<file path="config.mk">
export PLATFORM = sky130hd
export DESIGN_NAME = lif_neuron_mc
export DESIGN_NICKNAME = d
export VERILOG_FILES = /design/src/rtl/lif_pkg.sv /design/src/rtl/lif_leak_unit.sv /design/src/rtl/lif_neuron_mc.sv
export SDC_FILE = /design/constraint.sdc
export NUM_CORES = 1
export LEC_CHECK = 0
export ABC_AREA = 1
export BUFFER_PORTS_ARGS = -buffer_cell sky130_fd_sc_hd__buf_2
export CAP_MARGIN = 10
export CORE_MARGIN = 10
export CORE_UTILIZATION = 44
export DETAILED_ROUTE_END_ITERATION = 12
export PLACE_DENSITY = 0.61
export SKIP_CTS_REPAIR_TIMING = 1
export SLEW_MARGIN = 40
export SYNTH_ARGS = -nofsm -noshare
export SYNTH_HDL_FRONTEND = slang
export SYNTH_SLANG_ARGS = --single-unit
</file>
<file path="constraint.sdc">
create_clock -name clk -period 24 [get_ports clk]
set_input_delay 1.2 -clock clk [delete_from_list [all_inputs] [get_ports clk]]
set_output_delay 1.2 -clock clk [all_outputs]
set_load 0.01 [all_outputs]
</file>
<file path="src/rtl/lif_pkg.sv">
// Shared types, default parameters and saturating helpers for the multi-channel LIF neuron.
package lif_pkg;

  typedef enum logic [1:0] {
    IDLE   = 2'd0,
    ACCUM  = 2'd1,
    UPDATE = 2'd2
  } state_t;

  typedef enum logic {
    LEAK_LIN   = 1'b0,
    LEAK_SHIFT = 1'b1
  } leak_mode_t;

  localparam int unsigned DEF_N_CH     = 4;
  localparam int unsigned DEF_IN_W     = 3;
  localparam int unsigned DEF_WT_W     = 4;
  localparam int unsigned DEF_V_W      = 10;
  localparam int unsigned DEF_REFR_W   = 3;
  localparam int unsigned DEF_THR_UP   = 4;
  localparam int unsigned DEF_THR_DN   = 1;
  localparam int unsigned DEF_DEP_STEP = 2;

  // Unsigned add clamped to max_v; callers cast operands to 32 bits.
  function automatic logic [31:0] sat_add(input logic [31:0] a, input logic [31:0] b,
                                          input logic [31:0] max_v);
    logic [32:0] s;
    s = {1'b0, a} + {1'b0, b};
    return (s > {1'b0, max_v}) ? max_v : s[31:0];
  endfunction

  // Unsigned subtract floored at zero.
  function automatic logic [31:0] sat_sub(input logic [31:0] a, input logic [31:0] b);
    return (a > b) ? (a - b) : 32'd0;
  endfunction

  // Clamp into [lo, hi]; hi wins when lo > hi.
  function automatic logic [31:0] clamp(input logic [31:0] x, input logic [31:0] lo,
                                        input logic [31:0] hi);
    logic [31:0] t;
    t = (x < lo) ? lo : x;
    return (t > hi) ? hi : t;
  endfunction

endpackage

</file>
<file path="src/rtl/lif_leak_unit.sv">
// Combinational membrane leak: linear subtract or proportional shift.
module lif_leak_unit
  import lif_pkg::*;
#(
  parameter int unsigned V_W = DEF_V_W
) (
  input  logic [V_W-1:0] i_v,
  input  leak_mode_t     i_leak_mode,
  input  logic [3:0]     i_leak_val,
  output logic [V_W-1:0] o_v_c
);

  logic [V_W-1:0] w_shifted;

  assign w_shifted = i_v >> i_leak_val;

  // Select leak flavour; a zero shift count means no leak at all.
  always_comb begin
    o_v_c = i_v;
    if (i_leak_mode == LEAK_SHIFT) begin
      if (i_leak_val != 4'd0) begin
        o_v_c = i_v - w_shifted;
      end
    end else begin
      o_v_c = V_W'(sat_sub(32'(i_v), 32'(i_leak_val)));
    end
  end

endmodule

</file>
<file path="src/rtl/lif_neuron_mc.sv">
// Multi-channel LIF neuron: time-multiplexed MAC, leak, refractory, adaptive threshold, depression.
module lif_neuron_mc
  import lif_pkg::*;
#(
  parameter int unsigned N_CH     = DEF_N_CH,
  parameter int unsigned IN_W     = DEF_IN_W,
  parameter int unsigned WT_W     = DEF_WT_W,
  parameter int unsigned V_W      = DEF_V_W,
  parameter int unsigned REFR_W   = DEF_REFR_W,
  parameter int unsigned THR_UP   = DEF_THR_UP,
  parameter int unsigned THR_DN   = DEF_THR_DN,
  parameter int unsigned DEP_STEP = DEF_DEP_STEP
) (
  input  logic                   clk,
  input  logic                   reset,
  input  logic                   enable,
  input  logic                   step_valid,
  output logic                   step_ready,
  input  logic [N_CH*IN_W-1:0]   chan_in,
  input  logic [N_CH*WT_W-1:0]   weights,
  input  logic                   leak_mode,
  input  logic [3:0]             leak_val,
  input  logic [REFR_W-1:0]      refr_period,
  input  logic [V_W-1:0]         threshold_min,
  input  logic [V_W-1:0]         threshold_max,
  output logic                   spike_out,
  output logic                   out_valid,
  output logic [V_W-1:0]         v_mem_out,
  output logic [V_W-1:0]         threshold_out
);

  localparam int unsigned IDX_W   = (N_CH > 1) ? $clog2(N_CH) : 1;
  localparam int unsigned ACC_W   = V_W + 1;
  localparam int unsigned PROD_W  = IN_W + WT_W;
  localparam logic [31:0] ACC_MAX = (32'd1 << ACC_W) - 32'd1;
  localparam logic [31:0] V_MAX   = (32'd1 << V_W) - 32'd1;
  localparam logic [31:0] DEP_MAX = (32'd1 << WT_W) - 32'd1;

  state_t                r_state;
  logic [IDX_W-1:0]      r_idx;
  logic [ACC_W-1:0]      r_acc;
  logic [V_W-1:0]        r_v;
  logic [V_W-1:0]        r_thr;
  logic [V_W-1:0]        r_thr_out;
  logic [REFR_W-1:0]     r_refr;
  logic [WT_W-1:0]       r_dep [N_CH];
  logic [N_CH*IN_W-1:0]  r_chan;
  logic [N_CH*WT_W-1:0]  r_wt;
  logic                  r_alive;
  logic                  r_spike;
  logic                  r_out_valid;

  logic [IN_W-1:0]       w_act;
  logic [WT_W-1:0]       w_wt;
  logic [WT_W-1:0]       w_effw;
  logic [PROD_W-1:0]     w_prod;
  logic [ACC_W-1:0]      w_acc_sum;
  logic                  w_last;
  logic [V_W-1:0]        w_leak;
  logic [V_W-1:0]        w_v_sum;
  logic [V_W-1:0]        w_thr_eff;
  logic                  w_refr_active;
  logic                  w_fire;
  logic [V_W-1:0]        w_thr_up;
  logic [V_W-1:0]        w_thr_dn;
  logic [V_W-1:0]        w_thr_next;
  logic [V_W-1:0]        w_v_next;

  // Current channel operands and depressed weight feeding the shared MAC.
  assign w_act     = r_chan[32'(r_idx)*IN_W +: IN_W];
  assign w_wt      = r_wt[32'(r_idx)*WT_W +: WT_W];
  assign w_effw    = WT_W'(sat_sub(32'(w_wt), 32'(r_dep[r_idx])));
  assign w_prod    = PROD_W'(w_act) * PROD_W'(w_effw);
  assign w_acc_sum = ACC_W'(sat_add(32'(r_acc), 32'(w_prod), ACC_MAX));
  assign w_last    = (r_idx == IDX_W'(N_CH - 1));

  lif_leak_unit #(
    .V_W (V_W)
  ) u_leak (
    .i_v         (r_v),
    .i_leak_mode (leak_mode_t'(leak_mode)),
    .i_leak_val  (leak_val),
    .o_v_c       (w_leak)
  );

  // Membrane update and threshold adaptation decisions for the UPDATE cycle.
  assign w_v_sum       = V_W'(sat_add(32'(w_leak), 32'(r_acc), V_MAX));
  assign w_thr_eff     = V_W'(clamp(32'(r_thr), 32'(threshold_min), 32'(threshold_max)));
  assign w_refr_active = (r_refr != '0);
  assign w_fire        = !w_refr_active && (w_v_sum >= w_thr_eff);
  assign w_thr_up      = V_W'(sat_add(32'(w_thr_eff), THR_UP, 32'(threshold_max)));
  assign w_thr_dn      = V_W'(clamp(sat_sub(32'(w_thr_eff), THR_DN), 32'(threshold_min),
                                    V_MAX));
  assign w_thr_next    = w_fire ? w_thr_up : w_thr_dn;
  assign w_v_next      = w_refr_active ? w_leak : (w_fire ? '0 : w_v_sum);

  assign step_ready    = (r_state == IDLE) && enable && r_alive;
  assign spike_out     = r_spike;
  assign out_valid     = r_out_valid;
  assign v_mem_out     = r_v;
  assign threshold_out = r_thr_out;

  // Control FSM, datapath state and registered outputs; everything freezes when enable is low.
  always_ff @(posedge clk or negedge reset) begin
    if (!reset) begin
      r_state     <= IDLE;
      r_idx       <= '0;
      r_acc       <= '0;
      r_v         <= '0;
      r_thr       <= '0;
      r_thr_out   <= '0;
      r_refr      <= '0;
      r_chan      <= '0;
      r_wt        <= '0;
      r_alive     <= 1'b0;
      r_spike     <= 1'b0;
      r_out_valid <= 1'b0;
      for (int i = 0; i < N_CH; i++) begin
        r_dep[i] <= '0;
      end
    end else begin
      r_alive <= 1'b1;
      if (enable) begin
        r_spike     <= 1'b0;
        r_out_valid <= 1'b0;
        case (r_state)
          IDLE: begin
            if (step_valid && r_alive) begin
              r_chan  <= chan_in;
              r_wt    <= weights;
              r_acc   <= '0;
              r_idx   <= '0;
              r_state <= ACCUM;
            end
          end
          ACCUM: begin
            r_acc <= w_acc_sum;
            if (w_last) begin
              r_state <= UPDATE;
            end else begin
              r_idx <= r_idx + IDX_W'(1);
            end
          end
          UPDATE: begin
            r_v         <= w_v_next;
            r_thr       <= w_thr_next;
            r_thr_out   <= V_W'(clamp(32'(w_thr_next), 32'(threshold_min),
                                      32'(threshold_max)));
            r_spike     <= w_fire;
            r_out_valid <= 1'b1;
            if (w_fire) begin
              r_refr <= refr_period;
            end else if (w_refr_active) begin
              r_refr <= r_refr - REFR_W'(1);
            end
            for (int i = 0; i < N_CH; i++) begin
              if (w_fire) begin
                r_dep[i] <= WT_W'(sat_add(32'(r_dep[i]), DEP_STEP, DEP_MAX));
              end else if (r_dep[i] != '0) begin
                r_dep[i] <= r_dep[i] - WT_W'(1);
              end
            end
            r_state <= IDLE;
          end
          default: r_state <= IDLE;
        endcase
      end
    end
  end

endmodule

</file>
==> PnR_summary.wiki, run 1 <==
{| class="wikitable"
! Metric !! Value
|-
| Dominant register cell in the synthesized netlist || dfrtp_1
|-
| Leakage power || 5.87 nW
|-
| Maximum VDD drop || 0.0687 mV
|-
| Net switching power figure || 0.000948 W
|-
| Die area || 29500 um^2
|-
| Maximum number of pins on one net before global-route repair || 66
|-
| Number of nets still failing antenna checks after routing || 0
|-
| # DRC || 0
|-
| Max capacitance violation total || 0
|-
| Sum Neg Setup Slack || 0 ns
|-
| Most numerous cell in the Yosys netlist || nand2_1
|-
| Vias per Instance || 5.47
|-
| Number of enable-type register cells in the synthesized netlist || 0
|-
| I/O pin count || 83
|-
| Initial core utilization || 0.448
|-
| Post-layout nets || 1675
|-
| Category of the critical setup timing path || in -> reg
|-
| Post-synthesis area per instance || 7.21 um^2
|-
| Power share of the clock group || 0.092
|-
| Number of diodes added for antenna fixing || 0
|-
| Clock root buffer || clkbuf_16
|-
| Signal arrival time at the worst endpoint || 10.91 ns
|-
| Post-route minimum period || 10.61 ns
|-
| Number of buffers inserted during clock tree synthesis || 9
|-
| Synthesized instance count || 1406
|-
| Nets in the synthesized netlist || 1611
|-
| Crit path launch type || input port
|-
| Final weighted congestion in routability-driven placement || 0.960
|-
| Hold/Removal Path Class || reg -> reg
|-
| Run status || finished clean
|-
| Via total after detailed routing || 9622
|-
| Combinational fraction of design power || 0.745
|-
| Area share of the leading cell type in the synthesized netlist || 0.235
|-
| Internal power summed over all cells || 0.000753 W
|-
| Biggest area contributors in the synthesized netlist || dfrtp_1, ha_1, nand2_1
|-
| Number of slew-limit violations in the final report || 0
|-
| Row Count || 55
|-
| Switching share of power || 0.557
|-
| Highest-delay cell along the critical path || o221a_2
|-
| Number of buffers on the longest clock path || 2
|-
| Total length of routed wires || 29100 um
|-
| Proportion of register bits with asynchronous set or reset after synthesis || 1.00
|-
| CP max stage delay || 0.49 ns
|-
| Overall die width || 172 um
|-
| Core Footprint || 22600 um^2
|-
| Power density cells || 153 nW/um^2
|-
| Post-CTS clock slew at the launch and capture registers of the worst setup and hold paths || 0.08 ns
|-
| Number of hold violations in the final report || 0
|-
| Number of antenna violations at the first check in global routing || 0
|-
| Chip height || 172 um
|-
| Remaining Overflow, GRT || 0
|-
| Post-synthesis sequential area ratio || 0.235
|-
| Number of H-tree levels || 3
|-
| Fraction of layout cells with a size suffix above 1 || 0.130
|-
| Maximum operating frequency || 94.3 MHz
|-
| WP data required || 24.31 ns
|-
| Setup repair after global routing missed its margin || no
|-
| Worst-Margin Slew || 0.733 ns
|-
| CTS tree || done
|-
| WHS || 0.485 ns
|-
| Highest fanout seen on the critical path || 30
|-
| Max Clock Skew || 0.0158 ns
|-
| Area added between synthesis and finish || 9.60%
|-
| Critical Path End Type || flip-flop
|-
| Most used cell along the critical path || nand2_1
|-
| Remaining max-slew budget at the tightest pin || 0.511
|-
| Setup violations, final || 0
|-
| Warnings, synthesis || 0
|-
| #FFs+latches synth || 95
|-
| Pre-antenna DRT Iters || 6
|-
| Leading post-synthesis cells by instance count || nand2_1, inv_1, ha_1, o21ai_0, dfrtp_1
|-
| Post-route clock period utilization || 0.442
|-
| Detailed placement HPWL || 22700 um
|-
| Post-synth design cell area || 10100 um^2
|-
| First-pass GRT wire length || 47300 um
|-
| First DRT Iteration DRCs || 783
|-
| Sequential fraction of design power || 0.164
|-
| Average detailed-routed wire length per instance || 16.5 um
|-
| Via count of the first global-routing pass || 9170
|-
| Clock sink count || 95
|-
| Yosys top cell by area || dfrtp_1
|-
| Count of port buffers added during placement || 82
|-
| Synth unique cells || 54
|-
| Source-to-sink clock delay at the later pin of the worst-skew pair || 0.37 ns
|-
| Global-route usage over all layers || 0.198
|}
==> per-layer routing <==
layer	vias up	track usage	wire length, um
li1	4840	-	-
met1	4499	0.279	13900
met2	249	0.309	12900
met3	34	0.0289	1710
met4	0	0.0502	549
met5	-	0	0
==> cells by family after synthesis <==
kind of cell / synth area share
and+or+nand+nor: 0.239
other: 0.000370
AOI/OAI and AO/OA: 0.180
muxes: 0.0288
xor gates and xnor gates: 0.0372
DFF: 0.235
buffers and inverters: 0.0930
adders and majority gates: 0.187
==> area by class of cell <==
class / instances / area (um^2)
sequential: 95 / 2380
inverter: 206 / 774
clock inverter: 7 / 81.3
multi-input combinational: 1070 / 6830
tap: 285 / 357
fill: 2299 / 11500
clock buffer: 9 / 225
timing repair buffer: 88 / 462
==> registers in the layout, summed over array words and instances, names as in the netlist, 2 cells and up <==
name           flops
r_acc             11
r_chan            12
r_dep             16
r_idx              2
r_refr             3
r_state            2
r_thr             10
r_wt              16
threshold_out     10
v_mem_out         10
==> cell usage in the layout (no fill, tap or decap), types with 5 or more instances in the layout <==
| cell type | instances |
|---|---|
| mux2_2 | 25 |
| a21oi_1 | 87 |
| fa_1 | 11 |
| o221ai_1 | 5 |
| clkbuf_16 | 9 |
| nand4_1 | 20 |
| o22ai_1 | 10 |
| xnor2_1 | 9 |
| ha_1 | 134 |
| nand2_4 | 7 |
| nor2_1 | 87 |
| o31ai_1 | 9 |
| a31oi_1 | 7 |
| o21ai_0 | 133 |
| nor3_1 | 17 |
| dfrtp_1 | 95 |
| inv_1 | 197 |
| o211ai_1 | 17 |
| or2_2 | 12 |
| nand2_1 | 306 |
| buf_2 | 81 |
| nand3_2 | 14 |
| a41oi_1 | 5 |
| nand2_2 | 17 |
| xor2_1 | 34 |
| nand3_1 | 50 |
| a22oi_1 | 7 |
| a32o_1 | 5 |
| buf_4 | 6 |
==> metrics by stage <==
step,std cells,setup slack (ns),cell area (um^2),util,power [W]
2_1_floorplan,1406,14.81,10100,-,0.00122
4_1_cts,1760,13.56,11100,0.491,0.00169
3_3_place_gp,1744,13.44,10800,0.477,0.00151
5_1_grt,1760,12.48,11100,0.491,0.00190
6_report,1760,13.39,11100,0.491,0.00170
3_5_place_dp,1744,13.23,10800,0.477,0.00152
==> power by group through the flow <==
stage	registers, W	logic [W]	clock network, W
after floorplan	0.000267	0.000954	0
after global placement	0.000280	0.00123	0
after detailed placement	0.000280	0.00124	0
after CTS	0.000278	0.00125	0.000158
after global routing	0.000288	0.00145	0.000164
final	0.000278	0.00127	0.000156
==> critical path: cells and delay by family <==
| kind | cells | cell delay (ns) |
|---|---|---|
| adder cells (fa/ha/maj) | 5 | 1.55 |
| AND/OR/NAND/NOR | 23 | 2.17 |
| buffers and inverters | 9 | 1.45 |
| AO/OA/AOI/OAI | 24 | 4.50 |
==> final timing paths <==
check / start / endpoint / slack (ns) / cells past startpoint
worst max-delay path: leak_val[1] / threshold_out[9] / 13.39 / 61
worst min-delay path: threshold_out[6] / threshold_out[6] / 0.48 / 2
worst max register to register: v_mem_out[6] / threshold_out[9] / 14.03 / 63
worst min register to register: threshold_out[6] / threshold_out[6] / 0.48 / 2
max in group asynchronous: reset / threshold_out[5] / 22.24 / 2
min in group asynchronous: reset / r_chan[1] / 0.76 / 1
No activity file was read; power rests on OpenSTA's default activity.
==> inputs of run 2 (changes only) <==
clock period = 9.8 ns   (was 24 ns; I/O delays follow)
==> PnR_summary.wiki, run 2 (synthesis gave the netlist of run 1 again) <==
{| class="wikitable"
! Metric !! Value
|-
| Total length of routed wires || 28400 um
|-
| Pre-CTS setup slack || 0.0628 ns
|-
| Detailed placement HPWL || 22400 um
|-
| Remaining Overflow, GRT || 0
|-
| Run status || finished clean
|-
| Average detailed-routed wire length per instance || 16.0 um
|-
| Number of diodes added for antenna fixing || 0
|-
| Number of hold violations in the final report || 0
|-
| Global-route layer with the greatest usage || met2
|-
| Post-layout power || 0.00424 W
|-
| Global-route usage over all layers || 0.194
|-
| Worst-Margin Slew || 0.751 ns
|-
| Total placed cells including tap cells || 1747
|-
| Vias per Instance || 5.42
|-
| Highest fanout seen on the critical path || 10
|-
| Number of buffers on the longest clock path || 2
|-
| Maximum number of pins on one net before global-route repair || 67
|-
| Clock root buffer || clkbuf_16
|-
| Most used cell along the critical path || nand2_1
|-
| Count of fill cells added during filler insertion || 2276
|-
| Met3 usage in global routing || 0.0215
|-
| Most common cell after layout, fill and taps aside || nand2_1
|-
| Number of H-tree levels || 3
|-
| Power density cells || 376 nW/um^2
|-
| Final worst setup slack || 0.735 ns
|-
| Maximum operating frequency || 110 MHz
|-
| Crit path launch type || flip-flop
|-
| Max capacitance violation total || 0
|-
| Number of buffers inserted during clock tree synthesis || 9
|-
| First DRT Iteration DRCs || 805
|-
| Final weighted congestion in routability-driven placement || 0.965
|-
| Overall die width || 172 um
|-
| CTS tree || done
|-
| WP data required || 10.11 ns
|-
| Highest-delay cell along the critical path || dfrtp_2
|-
| Source-to-sink clock delay at the later pin of the worst-skew pair || 0.36 ns
|-
| I/O pin count || 83
|-
| Count of port buffers added during placement || 82
|-
| Number of nets still failing antenna checks after routing || 0
|-
| Met1 usage || 0.275
|-
| Fraction of layout cells with a size suffix above 1 || 0.150
|-
| CP max stage delay || 0.44 ns
|-
| Post-route minimum period || 9.06 ns
|-
| Remaining max-slew budget at the tightest pin || 0.499
|-
| Core Footprint || 22600 um^2
|-
| Post-layout nets || 1689
|-
| First-pass GRT wire length || 46800 um
|-
| Number of antenna violations at the first check in global routing || 0
|-
| Maximum VDD drop || 0.127 mV
|-
| Max Clock Skew || 0.0122 ns
|-
| Sum Neg Setup Slack || 0 ns
|-
| Post-route clock period utilization || 0.925
|-
| Via count of the first global-routing pass || 9301
|-
| Die area || 29500 um^2
|-
| Startpoint of the worst-slack reg-to-reg timing path || v_mem_out[5]
|-
| Hold/Removal Path Class || in -> async
|-
| Chip height || 172 um
|-
| Setup violations, final || 0
|-
| Row Count || 55
|-
| Largest registers || r_dep (16), r_wt (16), r_chan (12)
|-
| Critical Path Source || v_mem_out[5]
|-
| Non-Filler Instances || 1774
|-
| Commonest cells after routing, fill and taps aside || nand2_1, inv_1, ha_1
|-
| Signal arrival time at the worst endpoint || 9.37 ns
|-
| Number of slew-limit violations in the final report || 0
|-
| Clock sink count || 95
|-
| Post-CTS clock slew at the launch and capture registers of the worst setup and hold paths || 0.08 ns
|-
| Leakage power || 5.94 nW
|-
| Category of the critical setup timing path || reg -> reg
|-
| Initial core utilization || 0.448
|-
| Via total after detailed routing || 9616
|-
| # DRC || 0
|-
| Pre-antenna DRT Iters || 5
|-
| Area added between synthesis and finish || 11.3%
|-
| Critical Path End Type || flip-flop
|-
| Grt met2 use || 0.311
|}
## run 2: cell types whose count changed in the layout (fill, tap and decap cells not counted), moves of 2 or more
cell	delta
inv_1	-2
o21ai_0	-5
a21oi_1	-2
o21ai_1	+4
dfrtp_1	-5
buf_4	+11
a21oi_2	+2
inv_2	+2
dfrtp_2	+5
nor2_1	-2
## run 2: final cells by class
type | count | area, um^2 | share of cell area
Sequential cell | 95 | 2380 | 0.211
Timing Repair Buffer | 101 | 561 | 0.0497
Tap cell | 285 | 357 | 0.0316
Multi-Input combinational cell | 1071 | 6900 | 0.611
Inverter | 206 | 774 | 0.0687
Clock buffer | 9 | 225 | 0.0200
Clock inverter | 7 | 83.8 | 0.00743
## run 2: path summary, 6_finish.rpt
check                      slack (ns)  cells past startpoint          endpoint
setup / recovery                 0.74                     61  threshold_out[4]
hold / removal                   0.05                      1        r_chan[11]
setup reg to reg                 0.74                     61  threshold_out[4]
hold reg to reg                  0.48                      2  threshold_out[7]
max in group asynchronous        8.79                      2          r_thr[9]
min in group clk                 0.35                      2           r_wt[4]
## run 2: power by group
group / internal (W) / switching (W)
Clock: 0.000184 / 0.000186
Combinational: 0.00119 / 0.00200
Sequential: 0.000534 / 0.000150
## run 2: per-layer routing
layer | vias up | part of all wire
met1 | 4467 | 0.49
met4 | 0 | 0.013
met3 | 23 | 0.049
li1 | 4882 | -
met5 | - | 0
met2 | 244 | 0.45
## run 2: critical path: cells and delay by family (launching register included)
kind	cells	cell delay, ns
AO/OA/AOI/OAI	22	3.44
buffers and inverters	9	1.04
flip-flops	1	0.44
AND/OR/NAND/NOR	23	2.17
adder cells (fa/ha/maj)	6	1.76
XOR/XNOR	1	0.15
## run 2: stage by stage
stage | util | hold slack (ns) | instance area [um^2]
floorplan | - | 0.194 | 10100
global placement | 0.478 | 0.448 | 10800
detailed placement | 0.478 | 0.449 | 10800
CTS | 0.492 | 0.0564 | 11100
global route | 0.498 | 0.0754 | 11300
finish | 0.498 | 0.0450 | 11300
==> inputs of run 3 (changes only) <==
CELL_PAD_IN_SITES_DETAIL_PLACEMENT = 1   (was unset)
CELL_PAD_IN_SITES_GLOBAL_PLACEMENT = 1   (was unset)
GPL_ROUTABILITY_DRIVEN = 0   (was unset)
PLACE_DENSITY = 0.79   (was 0.61)
==> PnR_summary.wiki, run 3 (synthesis gave the netlist of run 1 again) <==
{| class="wikitable"
! Metric !! Value
|-
| Row Count || 55
|-
| Largest registers || r_dep (16), r_wt (16), r_chan (12)
|-
| Highest-delay cell along the critical path || nand3_1
|-
| Die area || 29500 um^2
|-
| Commonest cells after routing, fill and taps aside || nand2_1, inv_1, ha_1
|-
| Number of buffer and inverter instances along the worst setup path || 7
|-
| Total length of routed wires || 33800 um
|-
| Maximum operating frequency || 107 MHz
|-
| Combined flip-flop and latch cell area || 2380 um^2
|-
| Max Clock Skew || 0.0112 ns
|-
| Top delay family on crit path || simple AND/OR/NAND/NOR gates
|-
| Total placed cells including tap cells || 1750
|-
| Cell count along the critical path || 49
|-
| Number of H-tree levels || 3
|-
| WP data required || 10.06 ns
|-
| Detailed placement HPWL || 26300 um
|-
| Core Footprint || 22600 um^2
|-
| Via count of the first global-routing pass || 10700
|-
| Number of buffers inserted during clock tree synthesis || 9
|-
| Pre-CTS setup slack || -0.305 ns
|-
| Crit path launch type || flip-flop
|-
| Maximum VDD drop || 0.223 mV
|-
| Pre-antenna DRT Iters || 5
|-
| Global-route usage over all layers || 0.228
|-
| Post-CTS clock slew at the launch and capture registers of the worst setup and hold paths || 0.08 ns
|-
| Category of the critical setup timing path || reg -> reg
|-
| Setup violations, final || 0
|-
| Fraction of layout cells with a size suffix above 1 || 0.154
|-
| Area added between synthesis and finish || 12.4%
|-
| # DRC || 0
|-
| RR Endpoint || threshold_out[5]
|-
| Share of the core filled with cells in the final layout || 0.503
|-
| Sum Neg Setup Slack || 0 ns
|-
| Post-layout nets || 1695
|-
| Maximum number of pins on one net before global-route repair || 64
|-
| Remaining Overflow, GRT || 0
|-
| CTS tree || done
|-
| Run status || finished clean
|-
| Non-Filler Instances || 1781
|-
| Post-route minimum period || 9.32 ns
|-
| Signal arrival time at the worst endpoint || 9.58 ns
|-
| Number of nets still failing antenna checks after routing || 0
|-
| Worst-Margin Slew || 0.818 ns
|-
| I/O pin count || 83
|-
| Remaining max-slew budget at the tightest pin || 0.451
|-
| Leakage power || 5.99 nW
|-
| Final worst setup slack || 0.480 ns
|-
| Highest fanout seen on the critical path || 17
|-
| Count of fill cells added during filler insertion || 2926
|-
| Startpoint of the worst-slack reg-to-reg timing path || r_thr[9]
|-
| Post-route clock period utilization || 0.951
|-
| Multi-input gate area || 6960 um^2
|-
| Max capacitance violation total || 0
|-
| Number of hold violations in the final report || 0
|-
| First-pass GRT wire length || 54300 um
|-
| Count of port buffers added during placement || 82
|-
| Vias per Instance || 5.67
|-
| Critical Path End Type || flip-flop
|-
| Worst R2R Setup Slack || 0.48 ns
|-
| Clock sink count || 95
|-
| CP max stage delay || 0.45 ns
|-
| Average detailed-routed wire length per instance || 19.0 um
|-
| Via total after detailed routing || 10100
|-
| First DRT Iteration DRCs || 534
|-
| Power density cells || 400 nW/um^2
|-
| Most used cell along the critical path || nand2_1
|-
| Hold/Removal Path Class || in -> async
|-
| Critical Path Source || r_thr[9]
|-
| Most common cell after layout, fill and taps aside || nand2_1
|-
| Number of antenna violations at the first check in global routing || 1
|-
| Chip height || 172 um
|-
| Clock root buffer || clkbuf_16
|-
| Number of slew-limit violations in the final report || 0
|-
| Source-to-sink clock delay at the later pin of the worst-skew pair || 0.36 ns
|-
| Overall die width || 172 um
|-
| Number of buffers on the longest clock path || 2
|-
| Initial core utilization || 0.448
|-
| Number of cells traversed by the worst register-to-register path || 49
|}
run 3: cell count changes in the layout (fill, tap and decap cells not counted), sizes merged:
cell,delta
o41ai,+1
buf,+5
clkinv,-2
clkbuf,+1
diode,+1
clkinvlp,+2
bufinv,+1
inv,-2
run 3: worst max path at each step:
stage                             to
finish              threshold_out[5]
global route        threshold_out[1]
CTS                 threshold_out[3]
detailed placement  threshold_out[3]
global placement    threshold_out[4]
floorplan           threshold_out[0]
run 3: through the flow:
step | cell area, um^2 | hold slack, ns | power, W
floorplan | 10100 | 0.194 | 0.00299
global placement | 10800 | 0.459 | 0.00375
detailed placement | 10900 | 0.469 | 0.00390
CTS | 11200 | 0.0999 | 0.00432
global route | 11400 | 0.0962 | 0.00506
finish | 11400 | 0.0740 | 0.00456
run 3: final cells by class:
type | instances | share of cell area
repair buffers | 106 | 0.0531
diodes | 1 | 0.000220
inverters | 206 | 0.0685
well taps | 285 | 0.0313
flip-flops and latches | 95 | 0.209
clock inverters | 6 | 0.00571
multi-input cells | 1072 | 0.611
clock buffers | 10 | 0.0210
run 3: worst reg2reg max path: cells and delay by family, from the launching register on:
family | cells | cell delay (ns)
buffers and inverters | 7 | 1.19
AOI/OAI and AO/OA | 14 | 2.70
adders and majority gates | 5 | 1.32
DFF | 1 | 0.42
xor gates and xnor gates | 1 | 0.20
and+or+nand+nor | 22 | 3.38
run 3: where the power goes:
part	switching (W)	total (W)	leakage (nW)	internal (W)
clock	0.000170	0.000376	0.149	0.000206
combinational	0.00222	0.00350	4.69	0.00128
sequential	0.000150	0.000684	1.15	0.000534
total	0.00254	0.00456	5.99	0.00202
run 3: layer usage:
layer / track usage / up-vias / wire length (um)
met3: 0.0332 / 66 / 1180
met1: 0.277 / 4943 / 14700
met4: 0.0671 / 0 / 980
met2: 0.407 / 203 / 16900
li1: - / 4879 / -
met5: 0 / - / 0
